## src/rtl/fpga_prog_pkg.sv

```systemverilog
// Shared definitions for the fpgav2 configuration loader: FSM encoding and the
// fabric chain length used by top-level instantiations and benches.
package fpga_prog_pkg;
  localparam int FPGAV2_CFG_BITS = 1480;

  typedef enum logic [2:0] {
    IDLE,
    FETCH,
    SETUP,
    HIGH,
    LOW,
    DONE
  } state_t;
endpackage

```

## src/rtl/fpga_prog_loader_if.sv

```systemverilog
// Loader-facing bundle: image byte stream in, configuration shift chain out.
// master = image source / fabric side, slave = loader.
interface fpga_prog_loader_if;
  logic [7:0] s_data;
  logic       s_valid;
  logic       s_ready;
  logic       prog_in;
  logic       prog_clk;
  logic       prog_en;
  logic       prog_out;

  modport master (output s_data, s_valid, prog_out,
                  input  s_ready, prog_in, prog_clk, prog_en);
  modport slave  (input  s_data, s_valid, prog_out,
                  output s_ready, prog_in, prog_clk, prog_en);
endinterface

```

## src/rtl/fpga_prog_loader_phase_timer.sv

```systemverilog
// Down-counter timing each prog_clk phase; phase_done marks the last cycle of
// the current phase. Reloads whenever the loader FSM changes state.
module prog_phase_timer #(
  parameter int PHASE_CYCLES = 1
) (
  input  logic clk,
  input  logic rst,
  input  logic reload,
  output logic phase_done
);
  localparam int W = (PHASE_CYCLES > 1) ? $clog2(PHASE_CYCLES) : 1;

  logic [W-1:0] cnt;

  always_ff @(posedge clk) begin
    if (rst || reload)  cnt <= W'(PHASE_CYCLES - 1);
    else if (cnt != '0) cnt <= cnt - W'(1);
  end

  assign phase_done = (cnt == '0);
endmodule

```

## src/rtl/fpga_prog_loader.sv

```systemverilog
// Byte-stream to serial config-chain loader for the fpgav2 fabric, with optional
// compare of the chain tail against the image being shifted in.
module fpga_prog_loader
  import fpga_prog_pkg::*;
#(
  parameter int NUM_BITS     = FPGAV2_CFG_BITS,
  parameter int PHASE_CYCLES = 1,
  parameter int ERR_W        = 11
) (
  input  logic              clk,
  input  logic              rst,
  input  logic              start,
  input  logic              verify,
  fpga_prog_loader_if.slave bus,
  output logic              busy,
  output logic              done,
  output logic              err,
  output logic [ERR_W-1:0]  mismatch_count
);
  localparam int CNT_W = $clog2(NUM_BITS + 1);

  state_t           state, state_nxt;
  logic [CNT_W-1:0] bit_cnt;
  logic [2:0]       bit_idx;
  logic [7:0]       sr;
  logic             verify_q;
  logic             phase_done;
  logic             last_bit;

  assign last_bit = (bit_cnt == CNT_W'(NUM_BITS - 1));
  // sr only moves on SETUP entry, so prog_in is stable across HIGH/LOW
  assign bus.prog_in = sr[0];

  prog_phase_timer #(.PHASE_CYCLES(PHASE_CYCLES)) u_timer (
    .clk        (clk),
    .rst        (rst),
    .reload     (state_nxt != state),
    .phase_done (phase_done)
  );

  always_comb begin
    state_nxt    = state;
    bus.s_ready  = 1'b0;
    bus.prog_clk = 1'b0;
    bus.prog_en  = 1'b0;
    busy         = 1'b0;
    done         = 1'b0;
    case (state)
      IDLE:  if (start) state_nxt = FETCH;
      FETCH: begin
        bus.s_ready = 1'b1;
        busy        = 1'b1;
        // enable stays low until the first byte of the load has arrived
        bus.prog_en = (bit_cnt != '0);
        if (bus.s_valid) state_nxt = SETUP;
      end
      SETUP: begin
        busy        = 1'b1;
        bus.prog_en = 1'b1;
        if (phase_done) state_nxt = HIGH;
      end
      HIGH: begin
        busy         = 1'b1;
        bus.prog_en  = 1'b1;
        bus.prog_clk = 1'b1;
        if (phase_done) state_nxt = LOW;
      end
      LOW: begin
        busy        = 1'b1;
        bus.prog_en = 1'b1;
        if (phase_done) begin
          if (last_bit)              state_nxt = DONE;
          else if (bit_idx == 3'd7)  state_nxt = FETCH;
          else                       state_nxt = SETUP;
        end
      end
      DONE: begin
        done      = 1'b1;
        state_nxt = IDLE;
      end
      default: state_nxt = IDLE;
    endcase
  end

  always_ff @(posedge clk) begin
    if (rst) begin
      state          <= IDLE;
      bit_cnt        <= '0;
      bit_idx        <= '0;
      sr             <= '0;
      verify_q       <= 1'b0;
      mismatch_count <= '0;
      err            <= 1'b0;
    end else begin
      state <= state_nxt;
      case (state)
        IDLE: if (start) begin
          verify_q       <= verify;
          bit_cnt        <= '0;
          mismatch_count <= '0;
          err            <= 1'b0;
        end
        FETCH: if (bus.s_valid) begin
          sr      <= bus.s_data;
          bit_idx <= '0;
        end
        // sampled before the shift edge: prog_out is the bit about to leave
        SETUP: if (phase_done && verify_q && (bus.prog_out != sr[0]) &&
                   (mismatch_count != '1))
          mismatch_count <= mismatch_count + ERR_W'(1);
        LOW: if (phase_done) begin
          bit_cnt <= bit_cnt + CNT_W'(1);
          bit_idx <= bit_idx + 3'd1;
          if (!last_bit && (bit_idx != 3'd7)) sr <= {1'b0, sr[7:1]};
        end
        DONE: err <= (mismatch_count != '0);
        default: ;
      endcase
    end
  end
endmodule
```

## src/flat_wrapper.sv

```systemverilog
// flat-port wrapper written by rule: the top's interface ports become plain ports
module fpga_prog_loader_flat import fpga_prog_pkg::*;
#(
  parameter int NUM_BITS     = FPGAV2_CFG_BITS,
  parameter int PHASE_CYCLES = 1,
  parameter int ERR_W        = 11
)
  (clk, rst, start, verify, busy, done, err, mismatch_count, bus_s_data, bus_s_valid, bus_prog_out, bus_s_ready, bus_prog_in, bus_prog_clk, bus_prog_en);
  fpga_prog_loader_if bus_i ();
  input  logic clk;
  input  logic rst;
  input  logic start;
  input  logic verify;
  output logic busy;
  output logic done;
  output logic err;
  output logic [ERR_W-1:0] mismatch_count;
  input wire logic [$bits(bus_i.s_data)-1:0] bus_s_data;
  input wire logic [$bits(bus_i.s_valid)-1:0] bus_s_valid;
  input wire logic [$bits(bus_i.prog_out)-1:0] bus_prog_out;
  output wire logic [$bits(bus_i.s_ready)-1:0] bus_s_ready;
  output wire logic [$bits(bus_i.prog_in)-1:0] bus_prog_in;
  output wire logic [$bits(bus_i.prog_clk)-1:0] bus_prog_clk;
  output wire logic [$bits(bus_i.prog_en)-1:0] bus_prog_en;
  assign bus_i.s_data = bus_s_data;
  assign bus_i.s_valid = bus_s_valid;
  assign bus_i.prog_out = bus_prog_out;
  assign bus_s_ready = bus_i.s_ready;
  assign bus_prog_in = bus_i.prog_in;
  assign bus_prog_clk = bus_i.prog_clk;
  assign bus_prog_en = bus_i.prog_en;
  fpga_prog_loader #(.NUM_BITS(NUM_BITS), .PHASE_CYCLES(PHASE_CYCLES), .ERR_W(ERR_W)) u_core (.clk(clk), .rst(rst), .start(start), .verify(verify), .bus(bus_i), .busy(busy), .done(done), .err(err), .mismatch_count(mismatch_count));
endmodule
```

## config.mk

```make
export PLATFORM = sky130hd
export DESIGN_NAME = fpga_prog_loader_flat
export DESIGN_NICKNAME = d
export VERILOG_FILES = /design/src/rtl/fpga_prog_pkg.sv /design/src/rtl/fpga_prog_loader_if.sv /design/src/rtl/fpga_prog_loader_phase_timer.sv /design/src/rtl/fpga_prog_loader.sv /design/src/flat_wrapper.sv
export SDC_FILE = /design/constraint.sdc
export NUM_CORES = 1
export LEC_CHECK = 0
export CORE_AREA = 4 4 65 67
export CTS_BUF_LIST = sky130_fd_sc_hd__clkbuf_2 sky130_fd_sc_hd__clkbuf_4 sky130_fd_sc_hd__clkbuf_8
export CTS_CLUSTER_SIZE = 28
export DETAILED_ROUTE_END_ITERATION = 16
export DIE_AREA = 0 0 69 71
export DONT_BUFFER_PORTS = 1
export PLACE_DENSITY = 0.83
export SLEW_MARGIN = 20
export SYNTH_ARGS = -nofsm -noshare
export SYNTH_HDL_FRONTEND = slang
export SYNTH_SLANG_ARGS = --single-unit
```

## constraint.sdc

```tcl
create_clock -name clk -period 1.7 [get_ports clk]
set_input_delay 0.34 -clock clk [delete_from_list [all_inputs] [get_ports clk]]
set_output_delay 0.34 -clock clk [all_outputs]
set_load 0.005 [all_outputs]
```

==> results of run 1 <==
==> power groups by stage <==
stage	combinational, W	clock [W]	sequential [W]
2_1_floorplan	0.000146	0	0.000969
3_3_place_gp	0.000196	0	0.000975
3_5_place_dp	0.000201	0	0.000977
4_1_cts	0.000205	0.000667	0.000955
5_1_grt	0.000243	0.000722	0.000959
6_report	0.000222	0.000646	0.000956
==> cell type report <==
| class | count | area share |
|---|---|---|
| repair buffers | 35 | 0.109 |
| inverters | 8 | 0.0116 |
| flip-flops and latches | 39 | 0.306 |
| multi-input cells | 181 | 0.516 |
| well taps | 48 | 0.0231 |
| clock buffers | 6 | 0.0294 |
| clock inverters | 2 | 0.00481 |
==> layer usage <==
| layer | share of wire | routed length [um] | GRT usage | vias to the layer above |
|---|---|---|---|---|
| met5 | 0 | 0 | 0 | - |
| li1 | - | - | - | 965 |
| met2 | 0.49 | 2530 | 0.343 | 52 |
| met1 | 0.42 | 2170 | 0.241 | 906 |
| met3 | 0.059 | 304 | 0.0866 | 18 |
| met4 | 0.036 | 185 | 0.117 | 0 |
==> worst paths after layout <==
check,cells past startpoint,to,start
setup / recovery,4,bus_prog_en,u_core.bit_cnt[3]
hold / removal,1,u_core.state[2],rst
setup reg to reg,6,u_core.sr[2],u_core.bit_cnt[3]
hold reg to reg,2,u_core.bit_idx[2],u_core.bit_idx[2]
==> logic make-up after synthesis <==
| family | share of synthesized area |
|---|---|
| flops | 0.362 |
| xor+xnor | 0.0365 |
| other cells | 0.00174 |
| fa+ha+maj | 0.0348 |
| buf+inv | 0.0499 |
| mux | 0.0510 |
| simple gates | 0.266 |
| compound gates | 0.199 |
==> flip-flops by register name, summed over array words and instances (netlist names) <==
register,count
u_core.bit_cnt,11
u_core.bit_idx,3
u_core.err,1
u_core.mismatch_count,11
u_core.sr,8
u_core.state,3
u_core.u_timer.cnt,1
u_core.verify_q,1
==> worst max-delay path, stage by stage, from the launching register on <==
cell and delay, ns:
dfxtp_4 0.36, nor4_4 0.30, nand4b_1 0.20, a21oi_2 0.23, o21ai_2 0.08
==> stage by stage <==
step	cell area (um2)	setup TNS, ns	hold WS, ns	util
2_1_floorplan	2160	0	0.449	-
3_5_place_dp	2390	0	0.416	0.657
4_1_cts	2510	-0.00681	0.0837	0.691
5_1_grt	2600	-0.335	0.0727	0.715
6_report	2600	-0.0894	0.104	0.715
3_3_place_gp	2390	0	0.413	0.657
==> layout by cell type, fill, tap and decap left out, drive strengths merged, types with 3 or more instances in the layout <==
cell	Yosys	final
a211oi	16	16
a21oi	20	20
and2	3	3
and3	3	3
and4	5	5
buf	12	35
clkbuf	1	6
dfxtp	39	39
ha	6	6
inv	8	8
mux2i	11	11
nand2	11	11
nand2b	5	5
nand3	7	7
nand3b	3	3
nand4	7	7
nor2	13	13
nor2b	3	3
nor3b	3	3
nor4	6	6
o2111ai	3	3
o211ai	4	4
o21ai	10	10
o31ai	4	4
or3	9	9
or4	4	4
xor2	8	8
==> timing repair <==
action,CTS,global route
pin swaps,4,8
buffers inserted,1,3
gates resized for setup,12,16
endpoints found under the hold margin,0,0
setup endpoints to repair,3,6
==> results.json, run 1 <==
{
  "drc_errors": 0,
  "setup_ws_ns": -0.0894,
  "antenna_found_initial": 0,
  "ys_ff_latch": 39,
  "fp.dieArea_um2": 4900,
  "crit_fanout": 3,
  "cts_buffers": 5,
  "cp-start-kind": "flop",
  "max_freq_ghz": 0.559,
  "end_kind": "output pin",
  "synthFlopType": "dfxtp_1",
  "p_sw_w": 0.000478,
  "die_w_um": 69,
  "floorplan.core_area_um2": 3630,
  "fin_crit_sh": 1.05,
  "violations": "negative setup slack",
  "p_int_w": 0.00135,
  "dieHeight_um": 71,
  "finalPower_w": 0.00182,
  "clk_path_buf_depth": 2,
  "drive_above_1_share": 0.255,
  "multiInputGateArea_um2": 1340,
  "grt.total_usage": 0.213,
  "netlist_top_cells_area": "dfxtp_1 (36%), a211oi_1 (5.6%), mux2i_1 (5.1%), a21oi_1 (4.4%), ha_1 (3.5%)",
  "synth_common_cells": "dfxtp_1 (39), a21oi_1 (19), a211oi_1 (16), nor2_1 (12)",
  "grt_overflow": 0,
  "finalWirelength_mm": 5.19,
  "worstPathRequired_ns": 1.36,
  "p_leak_nw": 0.970,
  "regArea_um2": 796,
  "synth.most_common_cell": "dfxtp_1",
  "htreeDepth": 2,
  "finClkSkew_ns": 0.00730,
  "portBuffers": 0,
  "syn_area_um2": 2160,
  "pin_count": 32,
  "place_congestion": 0.819,
  "syn_to_final_growth_pct": 20.4,
  "finalHoldViolCount": 0,
  "wl_per_cell_um": 16.3,
  "post-place-cells": 307,
  "combPwrFrac": 0.122,
  "ir_drop_mv": 0.571,
  "antenna_cells": 0,
  "slew_violations": 0,
  "dr.pass1.iters": 6,
  "fillers": 279,
  "rsz0062_at_grt": "yes",
  "grt_max_degree": 24,
  "preCtsSetupSlack_ns": 0.00878,
  "finalCriticalPeriod_ns": 1.79,
  "synth_top_cell_by_area": "dfxtp_1",
  "ant_nets": 0,
  "swShare": 0.262,
  "critPathKind": "flop to output pin",
  "syn_inst": 241,
  "cts.sinks": 39,
  "synth_enable_flop_cells": 0,
  "r2r_slack_ns": 0.03,
  "cp.arrival_ns": 1.45,
  "synth_nets": 261,
  "cts_tree": "yes",
  "rows": 22,
  "status": "finished, violations left",
  "vias": 1941,
  "finalNonFillerCells": 319,
  "dr.first_iter.drc_count": 145,
  "hpwl_mm": 3.66,
  "first_global_vias": 1777,
  "initial_core_util": 0.594,
  "grt_first_pass_wirelength_mm": 8.34,
  "path_clk_slew_ns": 0.08,
  "power_density_nw_per_um2": 702,
  "pwr-share-seq": 0.524,
  "clkPwrFrac": 0.354,
  "ys_async_sr_fraction": 0,
  "ys_warn_count": 0,
  "finalNetCount": 290,
  "vias_per_cell": 6.08,
  "clkLatencyLatePin_ns": 0.30,
  "drv_cap": 0,
  "ys_seq_area_frac": 0.362,
  "setup_viol_count_final": 1,
  "hp-class": "input pin to flop",
  "ys_types": 50,
  "holdBufCountCts": 0,
  "syn_area_per_cell_um2": 8.96,
  "cts_root_buf": "clkbuf_8",
  "synth_top_area_share": 0.362
}
No activity file was read; power rests on OpenSTA's default activity.
==> run 2: changes to the inputs <==
--- a/config.mk
+++ b/config.mk
@@ -5,14 +5,16 @@
 export SDC_FILE = /design/constraint.sdc
 export NUM_CORES = 1
 export LEC_CHECK = 0
-export CORE_AREA = 4 4 65 67
+export CORE_AREA = 4 4 64 66
 export CTS_BUF_LIST = sky130_fd_sc_hd__clkbuf_2 sky130_fd_sc_hd__clkbuf_4 sky130_fd_sc_hd__clkbuf_8
 export CTS_CLUSTER_SIZE = 28
 export DETAILED_ROUTE_END_ITERATION = 16
-export DIE_AREA = 0 0 69 71
+export DIE_AREA = 0 0 68 70
 export DONT_BUFFER_PORTS = 1
 export PLACE_DENSITY = 0.83
+export SETUP_SLACK_MARGIN = 0.1
 export SLEW_MARGIN = 20
 export SYNTH_ARGS = -nofsm -noshare
 export SYNTH_HDL_FRONTEND = slang
+export SYNTH_HIERARCHICAL = 1
 export SYNTH_SLANG_ARGS = --single-unit
==> run 2 against run 1 <==
  * The flow still finishes with violations (negative setup slack)
  * Clock skew increased by 0.0027 ns
  * Clock power decreased by 22%
  * Sequential power decreased by 0.4%
  * Critical endpoint unchanged
  * Die area is 2.8% lower
  * Final cell count fell by 1.3%
==> results.json, run 2 <==
{
  "grt_max_degree": 20,
  "dr.first_iter.drc_count": 189,
  "drive_above_1_share": 0.258,
  "rows": 22,
  "syn_to_final_growth_pct": 18.4,
  "hp-class": "input pin to flop",
  "setup_viol_count_final": 1,
  "status": "finished, violations left",
  "fillers": 280,
  "end_kind": "output pin",
  "die_w_um": 68,
  "multiInputGateArea_um2": 1300,
  "utilization": 0.685,
  "htreeDepth": 2,
  "rsz0062_at_grt": "yes",
  "clkLatencyLatePin_ns": 0.35,
  "top_layer": "met4",
  "syn_inst": 246,
  "cpPeakStageDelay_ns": 0.40,
  "finalNetCount": 286,
  "syn_area_um2": 2070,
  "dieHeight_um": 70,
  "power_density_nw_per_um2": 674,
  "dr_wl_met2_mm": 2.61,
  "fp.dieArea_um2": 4760,
  "grt_overflow": 0,
  "antenna_found_initial": 0,
  "final_cell_mix": "nor2_1 (36), dfxtp_1 (29), buf_4 (20)",
  "pin_count": 32,
  "violations": "negative setup slack",
  "finalCriticalPeriod_ns": 1.76,
  "ant_nets": 0,
  "ir_drop_mv": 0.550,
  "crit_buf_inv": 0,
  "path_clk_slew_ns": 0.12,
  "critPathKind": "flop to output pin",
  "worstPathRequired_ns": 1.36,
  "setup_ws_ns": -0.0591,
  "initial_core_util": 0.578,
  "crit_family": "simple AND/OR/NAND/NOR gates",
  "drv_cap": 0,
  "clk_path_buf_depth": 2,
  "grt.total_usage": 0.206,
  "finClkSkew_ns": 0.0100,
  "dr.pass1.iters": 4,
  "vias_per_cell": 5.87,
  "cpMaxStageDelayCell": "dfxtp_4",
  "tns_ns": -0.0591,
  "first_global_vias": 1674,
  "antenna_cells": 0,
  "finalWirelength_mm": 5.00,
  "wl_per_cell_um": 15.9,
  "finalHoldViolCount": 0,
  "synth_nets": 266,
  "cp.arrival_ns": 1.42,
  "floorplan.core_area_um2": 3580,
  "met3_length_um": 267,
  "final_common_cell": "nor2_1",
  "crit_fanout": 5,
  "slew_violations": 0,
  "max_freq_ghz": 0.568,
  "ys_warn_count": 6,
  "stdcell_area_um2": 2450,
  "portBuffers": 0,
  "cts_root_buf": "clkbuf_4",
  "vias": 1850,
  "top_regs": "u_core/bit_cnt (11), u_core/mismatch_count (11), u_core/sr (8)",
  "place_area_um2": 2200,
  "syn_area_per_cell_um2": 8.41,
  "hpwl_mm": 3.19,
  "place_congestion": 0.794,
  "path_cells": "nor4_4 > nand4b_1 > a21oi_2 > o21ai_2",
  "p_leak_nw": 0.925,
  "drc_errors": 0,
  "cp-start-kind": "flop",
  "regArea_um2": 801,
  "grt_first_pass_wirelength_mm": 7.68,
  "fin_crit_sh": 1.03,
  "cts_tree": "yes",
  "cts_buffers": 5,
  "wl_met1_mm": 2.06,
  "cts.sinks": 39
}
[run 2: routing by layer]
layer	global-route usage	vias up
li1	-	909
met5	0	-
met4	0.0684	0
met3	0.0466	8
met2	0.334	51
met1	0.263	882
[run 2: worst paths after layout]
check	startpoint	endpoint	slack (ns)	depth (start not counted)
max	u_core/bit_cnt[8]	bus_prog_en	-0.06	4
min	rst	u_core/bit_cnt[0]	0.04	1
max reg2reg	u_core/bit_cnt[0]	u_core/sr[0]	0.02	6
min reg2reg	u_core/sr[4]	u_core/sr[3]	0.50	2
[run 2: layout make-up]
type / count / area share
timing repair buffer: 24 / 0.0796
tap: 48 / 0.0245
sequential: 39 / 0.327
clock buffer: 7 / 0.0214
inverter: 9 / 0.0138
clock inverter: 1 / 0.00204
multi-input combinational: 187 / 0.532
[run 2: where the power goes]
group | internal (W) | switching (W)
Clock | 0.000193 | 0.000307
Combinational | 0.0000953 | 0.000105
Sequential | 0.000932 | 0.0000203
Total | 0.00122 | 0.000433
[run 2: metrics by stage]
step / instances / worst slack, ns / hold WS [ns] / total power (W)
after detailed placement: 300 / 0.0620 / 0.413 / 0.00113
after global placement: 300 / 0.159 / 0.414 / 0.00112
final: 315 / -0.0591 / 0.0430 / 0.00165
after global routing: 315 / -0.155 / 0.00995 / 0.00173
after CTS: 311 / -0.0425 / 0.0255 / 0.00163
after floorplan: 246 / 0.136 / 0.466 / 0.00110
[run 2: timing repair]
item,CTS,global route
hold buffers,0,0
gates resized for setup,25,17
pin swaps,6,6
endpoints found under the setup margin,12,34
gates cloned,1,1
buffers inserted,2,3
==> run 3: changes to the inputs <==
--- a/config.mk
+++ b/config.mk
@@ -12,7 +12,6 @@
 export DIE_AREA = 0 0 68 70
 export DONT_BUFFER_PORTS = 1
 export PLACE_DENSITY = 0.83
-export SETUP_SLACK_MARGIN = 0.1
 export SLEW_MARGIN = 20
 export SYNTH_ARGS = -nofsm -noshare
 export SYNTH_HDL_FRONTEND = slang
==> constraint.sdc (replaced) <==
create_clock -name clk -period 2.1 [get_ports clk]
set_input_delay 0.42 -clock clk [delete_from_list [all_inputs] [get_ports clk]]
set_output_delay 0.42 -clock clk [all_outputs]
set_load 0.005 [all_outputs]
==> run 3 against run 2 <==
  * The run now ends clean
  * Clock skew fell by 0.0045 ns
  * Die area unchanged
  * Register-to-register slack better by 0.28 ns
  * Via count down 9.4%
  * Largest cell class unchanged
  * Largest power group unchanged
==> results.json, run 3 (synthesis gave the netlist of run 2 again) <==
{
  "rsz0062_at_grt": "no",
  "rows": 22,
  "wl_per_cell_um": 13.9,
  "antenna_cells": 0,
  "p_leak_nw": 0.771,
  "worstReg2RegStart": "u_core/state[1]",
  "p_int_w": 0.000957,
  "finalCriticalPeriod_ns": 1.91,
  "min_from": "rst",
  "holdBufCountCts": 0,
  "finalNetCount": 263,
  "final_cell_mix": "dfxtp_1 (39), nor2_1 (38), nand2_1 (20)",
  "grt_overflow": 0,
  "drc_errors": 0,
  "slew_violations": 0,
  "cts_tree": "yes",
  "drv_cap": 0,
  "grt_first_pass_wirelength_mm": 7.08,
  "path_clk_slew_ns": 0.11,
  "pin_count": 32,
  "finalHoldViolCount": 0,
  "portBuffers": 0,
  "post-place-cells": 284,
  "final_common_cell": "dfxtp_1",
  "cts.sinks": 39,
  "finalWirelength_mm": 4.05,
  "ant_nets": 0,
  "vias": 1676,
  "dr.pass1.iters": 4,
  "antenna_found_initial": 0,
  "cp.arrival_ns": 1.49,
  "hp-class": "input pin to flop",
  "cts_root_buf": "clkbuf_4",
  "place_congestion": 0.857,
  "first_global_vias": 1546,
  "grt_max_degree": 20,
  "setup_viol_count_final": 0,
  "crit_fanout": 3,
  "drive_above_1_share": 0.0741,
  "top_regs": "u_core/bit_cnt (11), u_core/mismatch_count (11), u_core/sr (8)",
  "status": "finished clean",
  "dieHeight_um": 70,
  "p_sw_w": 0.000317,
  "clk_path_buf_depth": 2,
  "htreeDepth": 2,
  "worstPathRequired_ns": 1.68,
  "end_kind": "output pin",
  "grt.total_usage": 0.188,
  "power_density_nw_per_um2": 596,
  "crit_start": "u_core/bit_cnt[9]",
  "holdWs_ns": 0.135,
  "syn_to_final_growth_pct": 3.33,
  "clkPwrFrac": 0.307,
  "finalNonFillerCells": 291,
  "cp-start-kind": "flop",
  "floorplan.core_area_um2": 3580,
  "initial_core_util": 0.578,
  "cts_buffers": 5,
  "die_w_um": 68,
  "max_freq_ghz": 0.523,
  "dr.first_iter.drc_count": 87,
  "combPwrFrac": 0.085,
  "fp.dieArea_um2": 4760,
  "ir_drop_mv": 0.443,
  "cts.repair.resized": 0,
  "clkLatencyLatePin_ns": 0.34,
  "swShare": 0.249,
  "finalPower_w": 0.00127,
  "critPathKind": "flop to output pin",
  "vias_per_cell": 5.76,
  "finClkSkew_ns": 0.00553,
  "fin_crit_sh": 0.910,
  "post-cts-setup-buffers": 0,
  "hpwl_mm": 3.00,
  "pwr-share-seq": 0.608,
  "tns_ns": 0
}
-- run 3: cell count changes in the layout (fill, tap and decap cells not counted), sizes merged --
cell | before | now
buf | 24 | 3
or2 | 4 | 3
a22o | 2 | 1
clkbuf | 7 | 6
-- run 3: final cells by class --
| type | count | area, um2 |
|---|---|---|
| clock buffers | 6 | 51.3 |
| clock inverters | 1 | 5.00 |
| fillers | 337 | 1440 |
| inverters | 9 | 33.8 |
| multi-input cells | 185 | 1180 |
| flip-flops and latches | 39 | 781 |
| well taps | 48 | 60.1 |
| repair buffers | 3 | 22.5 |
-- run 3: worst max-delay path, cell delays in order, from the launching register on --
cell and delay (ns):
dfxtp_1 0.37, nor4_4 0.36, nand4b_1 0.14, a21oi_1 0.15, o21ai_0 0.14
-- run 3: worst paths after layout --
path         slack (ns)  cells after the start                        to
min                0.13                      1  u_core/mismatch_count[1]
max                0.19                      4               bus_prog_en
min reg2reg        0.50                      2         u_core/bit_cnt[1]
max reg2reg        0.30                      5  u_core/mismatch_count[6]
-- run 3: layer usage --
layer	GRT usage	routed length [um]	share of wire
met3	0.0659	227	0.056
met5	0	0	0
met1	0.237	1770	0.44
met4	0.0574	40	0.0099
met2	0.296	2020	0.50
-- run 3: metrics by stage --
step,utilization,instance area (um2),setup slack (ns)
finish,0.598,2140,0.189
global route,0.598,2140,0.0596
CTS,0.598,2140,0.170
detailed placement,0.582,2080,0.333
global placement,0.582,2080,0.404
floorplan,-,2070,0.499
-- run 3: power groups by stage --
| stage | clock network (W) | logic, W | registers [W] |
|---|---|---|---|
| global placement | 0 | 0.000108 | 0.000790 |
| floorplan | 0 | 0.000106 | 0.000781 |
| detailed placement | 0 | 0.000110 | 0.000791 |
| finish | 0.000391 | 0.000109 | 0.000774 |
| CTS | 0.000401 | 0.000110 | 0.000774 |
| global route | 0.000443 | 0.000124 | 0.000778 |
